File: src/rtl/dma_copy_m1.sv
// Word-copy DMA engine on the system bus arbiter's second master port (m1).
// Copies len words from src_addr to dst_addr, one read then one write per word.

`ifndef UNSIGNED
`define UNSIGNED 1'b1
`endif
`ifndef BYTE_SEL
`define BYTE_SEL 3:0
`endif
`ifndef SL_WORD
`define SL_WORD 4'b1111
`endif
`ifndef SL_NONE
`define SL_NONE 4'b0000
`endif

module dma_copy_m1 #(
  parameter int unsigned LEN_W  = 16,
  parameter int unsigned RD_LAT = 1
) (
  input  logic             clk,
  input  logic             rst,
  input  logic             start,
  input  logic             abort,
  input  logic [31:0]      src_addr,
  input  logic [31:0]      dst_addr,
  input  logic [LEN_W-1:0] len,
  output logic             busy_o,
  output logic             done_o,
  output logic             err_o,
  input  logic             m1_gnt,
  input  logic [31:0]      m1_rdata,
  output logic             m1_un_sign_o,
  output logic [`BYTE_SEL] m1_byte_mask_o,
  output logic             m1_re_o,
  output logic             m1_we_o,
  output logic [31:0]      m1_addr_o,
  output logic [31:0]      m1_wdata_o
);

  typedef enum logic [2:0] {StIdle, StRd, StRwait, StWr, StFin} state_e;

  localparam logic [1:0] LatLast = 2'(RD_LAT - 1);

  state_e           state_q, state_d;
  logic [31:0]      src_q, src_d;
  logic [31:0]      dst_q, dst_d;
  logic [LEN_W-1:0] rem_q, rem_d;
  logic [1:0]       lat_q, lat_d;
  logic             busy_q, busy_d;
  logic             done_q, done_d;
  logic             err_q, err_d;
  logic             re_q, re_d;
  logic             we_q, we_d;
  logic [31:0]      addr_q, addr_d;
  logic [31:0]      wdata_q, wdata_d;
  logic [`BYTE_SEL] mask_q, mask_d;
  logic             misaligned;
  logic             active;

  assign misaligned = (src_addr[1:0] != 2'b00) || (dst_addr[1:0] != 2'b00);
  assign active     = (state_q == StRd) || (state_q == StRwait) || (state_q == StWr);

  always_comb begin
    state_d = state_q;
    src_d   = src_q;
    dst_d   = dst_q;
    rem_d   = rem_q;
    lat_d   = lat_q;
    busy_d  = busy_q;
    done_d  = 1'b0;
    err_d   = 1'b0;
    re_d    = re_q;
    we_d    = we_q;
    addr_d  = addr_q;
    wdata_d = wdata_q;

    if (abort && active) begin
      state_d = StIdle;
      busy_d  = 1'b0;
      re_d    = 1'b0;
      we_d    = 1'b0;
    end else begin
      case (state_q)
        StIdle: begin
          re_d   = 1'b0;
          we_d   = 1'b0;
          busy_d = 1'b0;
          if (start && !abort) begin
            if (misaligned) begin
              err_d = 1'b1;
            end else if (len == '0) begin
              state_d = StFin;
              done_d  = 1'b1;
            end else begin
              state_d = StRd;
              src_d   = src_addr;
              dst_d   = dst_addr;
              rem_d   = len;
              busy_d  = 1'b1;
              re_d    = 1'b1;
              addr_d  = src_addr;
            end
          end
        end
        StRd: begin
          // Entered from WR with re low, giving the arbiter one idle cycle.
          if (re_q && m1_gnt) begin
            state_d = StRwait;
            re_d    = 1'b0;
            lat_d   = 2'd0;
          end else begin
            re_d   = 1'b1;
            addr_d = src_q;
          end
        end
        StRwait: begin
          if (lat_q == LatLast) begin
            state_d = StWr;
            we_d    = 1'b1;
            addr_d  = dst_q;
            wdata_d = m1_rdata;
          end else begin
            lat_d = lat_q + 2'd1;
          end
        end
        StWr: begin
          if (we_q && m1_gnt) begin
            we_d  = 1'b0;
            src_d = src_q + 32'd4;
            dst_d = dst_q + 32'd4;
            rem_d = rem_q - LEN_W'(1);
            if (rem_q == LEN_W'(1)) begin
              state_d = StFin;
              done_d  = 1'b1;
              busy_d  = 1'b0;
            end else begin
              state_d = StRd;
              addr_d  = src_q + 32'd4;
            end
          end else begin
            we_d = 1'b1;
          end
        end
        StFin: begin
          state_d = StIdle;
        end
        default: begin
          state_d = StIdle;
        end
      endcase
    end

    mask_d = (re_d || we_d) ? `SL_WORD : `SL_NONE;
  end

  always_ff @(posedge clk) begin
    if (rst) begin
      state_q <= StIdle;
      src_q   <= '0;
      dst_q   <= '0;
      rem_q   <= '0;
      lat_q   <= '0;
      busy_q  <= 1'b0;
      done_q  <= 1'b0;
      err_q   <= 1'b0;
      re_q    <= 1'b0;
      we_q    <= 1'b0;
      addr_q  <= '0;
      wdata_q <= '0;
      mask_q  <= `SL_NONE;
    end else begin
      state_q <= state_d;
      src_q   <= src_d;
      dst_q   <= dst_d;
      rem_q   <= rem_d;
      lat_q   <= lat_d;
      busy_q  <= busy_d;
      done_q  <= done_d;
      err_q   <= err_d;
      re_q    <= re_d;
      we_q    <= we_d;
      addr_q  <= addr_d;
      wdata_q <= wdata_d;
      mask_q  <= mask_d;
    end
  end

  assign busy_o         = busy_q;
  assign done_o         = done_q;
  assign err_o          = err_q;
  assign m1_un_sign_o   = `UNSIGNED;
  assign m1_byte_mask_o = mask_q;
  assign m1_re_o        = re_q;
  assign m1_we_o        = we_q;
  assign m1_addr_o      = addr_q;
  assign m1_wdata_o     = wdata_q;

endmodule

File: config.mk
export PLATFORM = sky130hd
export DESIGN_NAME = dma_copy_m1
export DESIGN_NICKNAME = d
export VERILOG_FILES = /design/src/rtl/dma_copy_m1.sv
export SDC_FILE = /design/constraint.sdc
export NUM_CORES = 1
export LEC_CHECK = 0
export CAP_MARGIN = 0
export CORE_ASPECT_RATIO = 2
export CORE_MARGIN = 5
export CORE_UTILIZATION = 53
export DETAILED_ROUTE_END_ITERATION = 7
export PLACE_DENSITY = 0.83
export SLEW_MARGIN = 0
export SYNTH_ARGS = -nofsm -noshare
export SYNTH_HDL_FRONTEND = slang
export SYNTH_SLANG_ARGS = --single-unit
File: constraint.sdc
create_clock -name clk -period 4.3 [get_ports clk]
set_clock_uncertainty 0.05 [all_clocks]
set_input_delay 0.86 -clock clk [delete_from_list [all_inputs] [get_ports clk]]
set_output_delay 0.86 -clock clk [all_outputs]
set_load 0.05 [all_outputs]
==> out/qor.csv <==
stage,metric,value,unit
timing,final period utilization,77.7,%
finish,Area Overhead vs Synth,28.8,%
timing,RSZ-0062 raised after global routing,no,
clock_tree,CTS Hold Bufs,0,
floorplanning,Total Die Area,19500,um2
placed_design,dpl ws,0.523,ns
finish,Multi-input gate area,5200,um2
logic_synthesis,post-synthesis sequential area ratio,35.1,%
grt,busiest metal layer after global routing,met2,
clock_tree,"Clk Latency, worst-skew pair",0.43,ns
logic_synthesis,Cell variety after synth,74,
drt,WL/cell,21.3,um
placed_design,DP HPWL,23400,um
finish,Fillers,1390,
power_and_ir_drop,VDD IR max,0.239,mV
worst_setup_path,Critical Path AT,3.64,ns
finish,storage element area,3100,um2
finish,antenna cells,0,
floorplanning,Ports,191,
logic_synthesis,cells taking the most area after synthesis,"dfxtp_1 (35%), nand2_1 (8.8%), a21oi_1 (8.0%)",
clock_tree,H-Tree Level Count,4,
timing,Fin Setup TNS,0,ns
timing,worst-margin pin slew,1.00,ns
clock_tree,setup bufs post-CTS,0,
floorplanning,Core ar.,16600,um2
logic_synthesis,Post-synth EDFFs,0,
hold_path,HP Class,reg -> reg,
timing,Final min period,3.34,ns
clock_tree,CTS clock-pin slew for the worst setup and hold paths,0.06,ns
logic_synthesis,cell count after synthesis,1210,
logic_synthesis,cell with the most instances after synthesis,nand2_1,
drt,vias per cell,6.54,
clock_tree,clk root buf,clkbuf_16,
drt,DRC Markers,0,
drt,vias,10200,
timing,setup violators final,0,
timing,Slew headroom,32.7,%
drt,initial DRC count,689,
grt,vias in the first global route,9758,
clock_tree,clk sink count,155,
timing,max-slew violation count,0,
floorplanning,die height,193,um
grt,met3 usage,6.19,%
timing,achievable clock frequency,299,MHz
finish,Finished Cell Area,11400,um2
logic_synthesis,Yosys top cell area share,35.1,%
logic_synthesis,Synth Warn #,0,
power_and_ir_drop,PwrDens,330,nW/um2
drt,first-pass iteration count of the detailed router,6,
worst_setup_path,Crit Path Max Fanout,34,
worst_setup_path,Reg2Reg Setup Slack,1.00,ns
drt,Post-Route WL,33300,um
clock_tree,CTS tree,built,
grt,largest net degree at the start of global routing,170,
grt,GRT Total Usage,33.1,%
placed_design,area post-placement,10800,um2
clock_tree,clock buffer depth,2,
logic_synthesis,post-synth top area cell,dfxtp_1,
logic_synthesis,syn nets,1332,
grt,met1 GRT Util,37.2,%
floorplanning,Initial Util,53.3,%
grt,initial antenna violation count,0,
flow_run,max-cap violations,0,
worst_setup_path,endpoint class of the critical path,flip-flop,
logic_synthesis,Synth Flop Type,dfxtp_1,
grt,first-pass GRT wire length,50800,um
logic_synthesis,Mean Syn Cell Area,7.31,um2
grt,GRT overflow,0,
logic_synthesis,Yosys reg bits,155,
worst_setup_path,Worst EP required,4.61,ns
floorplanning,die width,101,um
grt,routing usage on met2,55.2,%
power_and_ir_drop,Static Leak,3.84,nW
placed_design,GPL Wtd Cong,0.979,
floorplanning,site row count,67,
timing,Final Hold Fails,0,
worst_setup_path,Setup Crit Path Kind,in -> reg,
logic_synthesis,synthesized area,8840,um2
timing,PnR worst setup slack,0.960,ns
status,outcome,"finished, final reports clean",
placed_design,port bufs,189,
clock_tree,CTS buffer count,17,
logic_synthesis,fraction of registers with async set/reset,0,%
clock_tree,post-cts resize count,0,
finish,layout cells sized above 1,5.98,%
finish,fin nets,1463,
logic_synthesis,"top cells by count, synth","nand2_1 (207), dfxtp_1 (155), a21oi_1 (141)",
worst_setup_path,CP Launch Type,input pin,
drt,post-route ant nets,0,
final timing paths:
| kind | from | endpoint | cells past startpoint |
|---|---|---|---|
| setup reg to reg | state_q[1] | m1_addr_o[11] | 6 |
| hold / removal | m1_addr_o[15] | m1_addr_o[15] | 2 |
| hold reg to reg | m1_addr_o[15] | m1_addr_o[15] | 2 |
| setup / recovery | src_addr[1] | m1_addr_o[11] | 7 |
layout by cell type (no fill, tap or decap), drive strengths merged, types with 18 or more instances in the layout:
master           n
clkdlybuf4s50  188
and3            23
a22oi           23
nor2            99
nor4            27
nand2          207
inv             30
buf             26
nand4           18
a31oi           19
nor3            31
nand3           42
dfxtp          155
a21oi          141
o21ai           88
final cells by class:
class / instances / area share (%)
well taps: 207 / 2.27
inverters: 26 / 0.857
multi-input cells: 927 / 45.7
flip-flops and latches: 155 / 27.2
repair buffers: 214 / 18.6
clock inverters: 15 / 1.64
clock buffers: 17 / 3.74
cells by family (layout without fill, tap and decap cells):
logic type	after synthesis	after routing	synth area share, %
multiplexers	6	6	0.707
XOR/XNOR	6	6	0.594
other	1	1	0.0424
AO/OA/AOI/OAI	415	415	30.2
adder cells (fa/ha/maj)	5	5	0.707
buffers and inverters	128	272	6.23
flip-flops	155	155	35.1
AND/OR/NAND/NOR	494	494	26.4
metal layers:
layer | wire [um] | up-vias
met4 | 2260 | 0
met5 | 0 | -
li1 | - | 4699
met2 | 16600 | 587
met3 | 2730 | 133
met1 | 11700 | 4796
registers in the layout (all words and copies together), names as in the netlist:
| name | flops |
|---|---|
| rem_q | 16 |
| lat_q | 2 |
| m1_re_o | 1 |
| src_q | 32 |
| err_o | 1 |
| busy_o | 1 |
| m1_we_o | 1 |
| m1_wdata_o | 32 |
| m1_addr_o | 32 |
| state_q | 3 |
| done_o | 1 |
| dst_q | 32 |
| m1_byte_mask_o | 1 |
per-stage QoR:
| step | hold slack (ns) | cells | power [mW] | utilization [%] |
|---|---|---|---|---|
| final | 0.404 | 1561 | 3.76 | 68.6 |
| after global routing | 0.426 | 1561 | 3.86 | 68.6 |
| after CTS | 0.406 | 1561 | 3.76 | 68.6 |
| after detailed placement | 0.396 | 1529 | 2.17 | 64.9 |
| after global placement | 0.391 | 1529 | 2.17 | 64.9 |
| after floorplan | 0.398 | 1210 | 1.90 | - |
power breakdown:
group / total (mW) / internal (mW) / switching [mW]
registers: 1.50 / 1.47 / 0.0360
clock network: 1.60 / 0.925 / 0.671
logic: 0.654 / 0.261 / 0.394
total: 3.76 / 2.65 / 1.10
critical path, stage by stage:
cell and delay [ns]:
clkdlybuf4s50_1 0.45, nor4_2 0.43, nand2_1 0.17, o21ai_0 0.28, nand3_2 0.59, or4_1 0.72, a21oi_1 0.13
(Power assumes the default switching activity.)
